$ cat src/rtl/pid_seq.sv
// Sequential PID steering controller: one sample walks IDLE->PTERM->ITERM->(DTERM)->SUM.
// Define PID_DTERM_EN to include the derivative stage; without it D=0 and latency is 3.
module pid_seq (
    input  logic               clk,
    input  logic               rst,
    input  logic               go,
    input  logic               err_vld,
    input  logic signed [15:0] error,
    input  logic        [10:0] frwrd_spd,
    output logic signed [11:0] lft_spd,
    output logic signed [11:0] rght_spd,
    output logic               spd_vld,
    output logic               busy,
    output logic               ovr
);

`ifdef PID_DTERM_EN
    typedef enum logic [2:0] {IDLE, PTERM, ITERM, DTERM, SUM} state_t;
`else
    typedef enum logic [2:0] {IDLE, PTERM, ITERM, SUM} state_t;
`endif

    state_t state_q, state_d;

    logic signed [10:0] err_sat_q, err_sat_d;
    logic signed [14:0] p_q, p_d;
    logic signed [15:0] integ_q, integ_d;
    logic signed [11:0] lft_q, lft_d;
    logic signed [11:0] rght_q, rght_d;
    logic               spd_vld_q, spd_vld_d;
    logic               ovr_q, ovr_d;
`ifdef PID_DTERM_EN
    logic signed [14:0] d_q, d_d;
    logic signed [10:0] prev_err_q, prev_err_d;
    logic signed [11:0] diff_raw;
    logic signed [8:0]  diff_sat;
`endif

    logic               capture;
    logic signed [10:0] err_in_sat;
    logic signed [16:0] integ_sum;
    logic signed [10:0] mul_a;
    logic signed [3:0]  mul_b;
    logic signed [14:0] mul_p;
    logic signed [16:0] pid;
    logic signed [16:0] corr;
    logic signed [17:0] lft_raw;
    logic signed [17:0] rght_raw;

    // State register
    always_ff @(posedge clk) begin
        if (rst) begin
            state_q <= IDLE;
        end else begin
            state_q <= state_d;
        end
    end

    // Next-state logic
    always_comb begin
        state_d = IDLE;
        if (go) begin
            case (state_q)
                IDLE:    state_d = (err_vld) ? PTERM : IDLE;
                PTERM:   state_d = ITERM;
`ifdef PID_DTERM_EN
                ITERM:   state_d = DTERM;
                DTERM:   state_d = SUM;
`else
                ITERM:   state_d = SUM;
`endif
                SUM:     state_d = IDLE;
                default: state_d = IDLE;
            endcase
        end
    end

    // FSM outputs
    always_comb begin
        busy      = (state_q != IDLE);
        capture   = go && err_vld && (state_q == IDLE);
        spd_vld_d = go && (state_q == SUM);
    end

    // The single multiplier: err_sat*2 in PTERM, diff*5 in DTERM
    always_comb begin
        mul_a = err_sat_q;
        mul_b = 4'sd2;
`ifdef PID_DTERM_EN
        diff_raw = 12'(err_sat_q) - 12'(prev_err_q);
        if (diff_raw > 12'sd255) begin
            diff_sat = 9'sd255;
        end else if (diff_raw < -12'sd256) begin
            diff_sat = -9'sd256;
        end else begin
            diff_sat = diff_raw[8:0];
        end
        if (state_q == DTERM) begin
            mul_a = 11'(diff_sat);
            mul_b = 4'sd5;
        end
`endif
        mul_p = 15'(mul_a) * 15'(mul_b);
    end

    always_comb begin
        if (error > 16'sd1023) begin
            err_in_sat = 11'sd1023;
        end else if (error < -16'sd1024) begin
            err_in_sat = -11'sd1024;
        end else begin
            err_in_sat = error[10:0];
        end

        integ_sum = 17'(integ_q) + 17'(err_sat_q);

`ifdef PID_DTERM_EN
        pid = 17'(p_q) + 17'(integ_q >>> 4) + 17'(d_q);
`else
        pid = 17'(p_q) + 17'(integ_q >>> 4);
`endif
        corr     = pid >>> 3;
        lft_raw  = $signed({7'd0, frwrd_spd}) + 18'(corr);
        rght_raw = $signed({7'd0, frwrd_spd}) - 18'(corr);
    end

    // Datapath next values; go low wipes history and forces outputs to zero
    always_comb begin
        err_sat_d = capture ? err_in_sat : err_sat_q;
        p_d       = (state_q == PTERM) ? mul_p : p_q;
        integ_d   = integ_q;
        lft_d     = lft_q;
        rght_d    = rght_q;
        ovr_d     = ovr_q | (go && err_vld && busy);
`ifdef PID_DTERM_EN
        d_d        = (state_q == DTERM) ? mul_p : d_q;
        prev_err_d = (state_q == DTERM) ? err_sat_q : prev_err_q;
`endif
        if (state_q == ITERM) begin
            if (integ_sum > 17'sd32767) begin
                integ_d = 16'sh7FFF;
            end else if (integ_sum < -17'sd32768) begin
                integ_d = 16'sh8000;
            end else begin
                integ_d = integ_sum[15:0];
            end
        end
        if (state_q == SUM) begin
            if (lft_raw > 18'sd2047) begin
                lft_d = 12'sd2047;
            end else if (lft_raw < -18'sd2048) begin
                lft_d = -12'sd2048;
            end else begin
                lft_d = lft_raw[11:0];
            end
            if (rght_raw > 18'sd2047) begin
                rght_d = 12'sd2047;
            end else if (rght_raw < -18'sd2048) begin
                rght_d = -12'sd2048;
            end else begin
                rght_d = rght_raw[11:0];
            end
        end
        if (!go) begin
            integ_d = '0;
            lft_d   = '0;
            rght_d  = '0;
            ovr_d   = 1'b0;
`ifdef PID_DTERM_EN
            prev_err_d = '0;
`endif
        end
    end

    always_ff @(posedge clk) begin
        if (rst) begin
            err_sat_q  <= '0;
            p_q        <= '0;
            integ_q    <= '0;
            lft_q      <= '0;
            rght_q     <= '0;
            spd_vld_q  <= 1'b0;
            ovr_q      <= 1'b0;
`ifdef PID_DTERM_EN
            d_q        <= '0;
            prev_err_q <= '0;
`endif
        end else begin
            err_sat_q  <= err_sat_d;
            p_q        <= p_d;
            integ_q    <= integ_d;
            lft_q      <= lft_d;
            rght_q     <= rght_d;
            spd_vld_q  <= spd_vld_d;
            ovr_q      <= ovr_d;
`ifdef PID_DTERM_EN
            d_q        <= d_d;
            prev_err_q <= prev_err_d;
`endif
        end
    end

    assign lft_spd  = lft_q;
    assign rght_spd = rght_q;
    assign spd_vld  = spd_vld_q;
    assign ovr      = ovr_q;

endmodule

$ cat config.mk
export PLATFORM = sky130hd
export DESIGN_NAME = pid_seq
export DESIGN_NICKNAME = d
export VERILOG_FILES = /design/src/rtl/pid_seq.sv
export SDC_FILE = /design/constraint.sdc
export NUM_CORES = 1
export LEC_CHECK = 0
export CAP_MARGIN = 40
export CORE_UTILIZATION = 50
export DETAILED_ROUTE_END_ITERATION = 6
export HOLD_SLACK_MARGIN = 0.06
export MAX_ROUTING_LAYER = met4
export PLACE_DENSITY = 0.76
export SYNTH_ARGS = -nofsm -noshare
export SYNTH_HDL_FRONTEND = slang
export SYNTH_SLANG_ARGS = --single-unit
$ cat constraint.sdc
create_clock -name clk -period 3.4 [get_ports clk]
set_input_delay 0.51 -clock clk [delete_from_list [all_inputs] [get_ports clk]]
set_output_delay 0.51 -clock clk [all_outputs]
set_load 0.02 [all_outputs]
==> results.cfg <==
[outcome]
status = finished, violations left
violations = setup timing

[drt]
drtIter0Drc = 239
routed.top_layer = met4
wl_met1_um = 6320
wirelength_um = 15800
first_pass_iters = 4
ant_nets = 0
drc = 0
dr_wl_met3_um = 773
dr_wl_met2_um = 7920
vias = 5230
routed_via_density = 5.94
drt-wirelength-per-cell_um = 18.0

[logic_synthesis]
synth_edf_count = 0
yosys-top-cells-area = dfxtp_1, ha_1, o21ai_0
synth_top_area_share_pct = 26.8
yosysWarnings = 0
ys_ff_latch = 66
async_flop_share_pct = 0
netlist_instances = 609
syn_nets = 697
yosys.area.top_type = dfxtp_1
synth_flop_cell = dfxtp_1
synth.cell_area_um2 = 4930
synth.distinct_cells = 56
seq_area_frac_synth_pct = 26.8
syn_avg_cell_area_um2 = 8.10

[global_routing]
overflow = 0
grt_pass1_wl_um = 24000
antenna_found_initial = 0
grt_usage_pct = 31.2
grt_pass1_vias = 5070
grt_max_degree = 46

[finish]
seqCellArea_um2 = 1330
diodes = 0
areaGrowthSynthToFinish_pct = 38.9
fillers = 664
final_cell_count_no_fill = 880
nNetsFinal = 834
multi_input_area_um2 = 3730
drive_gt1_share_pct = 25.2

[timing]
hold_viol = 0
worst_pin_slew_ns = 0.770
setup-violations-final = 24
tns_ns = -8.21
slew-limit-headroom_pct = 48.7
fin_crit_ns = 3.87
fin_skew_ns = 0.0132
fmax_mhz = 258
finalMaxSlewViolations = 0
timing.final.ws_setup_ns = -0.469
fin_crit_sh_pct = 114
rsz0062_at_grt = true

[cts]
cts_made_buffers = 9
insertion_delay_ns = 0.37
clock_sinks = 66
cts-root-buf = clkbuf_8
cts_buffer_depth = 2
cts_tree = done
clkSlewWorstSetupHoldPaths_ns = 0.08
h-tree-depth = 3

[critical_path]
r2r-end = lft_spd[2]$_SDFFE_PP0N_
rr_worst_depth = 17
cp.arrival_ns = 4.17
critPathCaptureType = flop
critPathKind = reg -> reg
endpoint = lft_spd[2]$_SDFFE_PP0N_
reg2reg_slack_ns = -0.47
crit_start = integ_q[7]$_SDFFE_PP0N_
crit_fanout = 5
start_kind = flop
worstPathRequired_ns = 3.71
r2r-start = integ_q[7]$_SDFFE_PP0N_

[die]
rows = 35
die_y_um = 101
die_x_um = 101
start_util_pct = 52.4
die-area_um2 = 10300
pin_count = 58
core_area_um2 = 9420

[placed_design]
dp_hpwl_um = 10200
dp.cells = 832
portBuffers = 57
gp_congestion = 0.960

[pwr]
vdd_ir_drop_max_mv = 0.189
p_leak_nw = 2.90
p_per_area_nw_per_um2 = 271

[flow_run]
maxCapViolCount = 0

[worst_hold_path]
min_path_type = reg -> reg
## per-layer routing
metal	vias to the layer above	track usage [%]
li1	2467	-
met1	2505	32.2
met2	187	54.2
met3	71	6.63
met4	0	19.3
met5	-	-
## area by class of cell
| cell class | instances | share of cell area (%) |
|---|---|---|
| flip-flops and latches | 66 | 19.4 |
| repair buffers | 155 | 19.8 |
| clock buffers | 10 | 2.01 |
| inverters | 26 | 1.42 |
| clock inverters | 6 | 0.602 |
| multi-input cells | 488 | 54.5 |
| well taps | 129 | 2.35 |
## cell families after synthesis
group / share of synthesized area, %
AND/OR/NAND/NOR: 14.4
AO/OA/AOI/OAI: 27.9
adder cells (fa/ha/maj): 17.1
buffers and inverters: 4.49
XOR/XNOR: 6.03
multiplexers: 3.27
flip-flops: 26.8
## worst min path at each step
stage / from / slack [ns] / depth (start not counted) / end
3_5_place_dp: ovr$_SDFF_PP0_ / 0.46 / 2 / ovr$_SDFF_PP0_
6_report: ovr$_SDFF_PP0_ / 0.48 / 2 / ovr$_SDFF_PP0_
2_1_floorplan: err_sat_q[2]$_SDFFE_PP0P_ / 0.44 / 2 / err_sat_q[2]$_SDFFE_PP0P_
5_1_grt: err_sat_q[5]$_SDFFE_PP0P_ / 0.52 / 2 / err_sat_q[5]$_SDFFE_PP0P_
4_1_cts: ovr$_SDFF_PP0_ / 0.49 / 2 / ovr$_SDFF_PP0_
3_3_place_gp: ovr$_SDFF_PP0_ / 0.45 / 2 / ovr$_SDFF_PP0_
## power by group
part,internal [W],switching (W)
Clock,0.000284,0.000346
Combinational,0.000205,0.000229
Sequential,0.000783,0.0000126
## cell usage after synthesis, types with 4 or more instances
library cell,count
inv_1,24
o211ai_1,16
dfxtp_1,66
a211oi_1,6
clkbuf_1,26
o21bai_1,4
o21ai_0,53
xnor2_1,26
o21a_1,8
nor2b_1,7
o31a_1,4
nand2_1,44
maj3_2,7
and3_1,4
and2_1,4
xor2_1,8
nor3_1,7
o21ai_1,14
a21o_1,12
mux2i_1,15
nand3_1,9
a21oi_1,46
a31oi_1,26
nor2_1,52
nand2b_1,13
a21oi_2,6
ha_1,54
## metrics by stage
stage / utilization (%) / total power [W] / hold slack (ns) / instance area, um^2 / worst slack, ns
floorplan: - / 0.00103 / 0.443 / 4990 / -0.171
global placement: 64.5 / 0.00115 / 0.451 / 6070 / -0.202
detailed placement: 64.7 / 0.00117 / 0.463 / 6090 / -0.379
CTS: 70.9 / 0.00182 / 0.486 / 6680 / -0.242
global route: 72.8 / 0.00192 / 0.524 / 6850 / -0.636
finish: 72.8 / 0.00186 / 0.479 / 6850 / -0.469
## registers in the layout, indices dropped and copies added (netlist names)
signal and cells:
state_q 2, rght_spd 12, err_sat_q 11, ovr 1, p_q 11, integ_q 16, spd_vld 1, lft_spd 12
## layout by cell type, fill, tap and decap left out, types with 4 or more instances in the layout
cell type         n
a211oi_1          6
a21o_1           12
a21oi_1          33
a21oi_2          15
a21oi_4           4
a31oi_1          26
and3_1            4
buf_4            86
buf_6            11
clkbuf_8         10
clkdlybuf4s50_1  57
dfxtp_1          62
dfxtp_2           4
ha_1             47
ha_4              4
inv_1            23
maj3_2           10
mux2i_1          15
nand2_1          42
nand2b_1         12
nand3_1           9
nor2_1           48
nor2b_1           6
nor3_1            5
o211ai_1         16
o21a_1            8
o21ai_0          52
o21ai_1          13
o31a_1            4
xnor2_1          24
xor2_1            4
## worst max-delay path, cell delays in order (launching register included)
cell	delay, ns
dfxtp_2	0.34
ha_4	0.28
nand4_1	0.14
nand2_2	0.10
a21oi_2	0.06
o21bai_2	0.22
buf_6	0.15
xor2_4	0.18
ha_1	0.27
o21a_1	0.18
o31a_1	0.13
o31a_1	0.29
o31a_1	0.29
o41ai_2	0.35
xnor2_1	0.17
buf_4	0.19
maj3_2	0.33
a21oi_2	0.15
## what timing repair did
| item | 4_1_cts | 5_1_grt |
|---|---|---|
| hold buffers | 0 | 0 |
| cloned | 1 | 0 |
| pin swaps | 33 | 18 |
| resized for setup | 51 | 23 |
| setup buffers | 27 | 9 |
| endpoints found under the setup margin | 24 | 24 |
(Power assumes the default switching activity.)
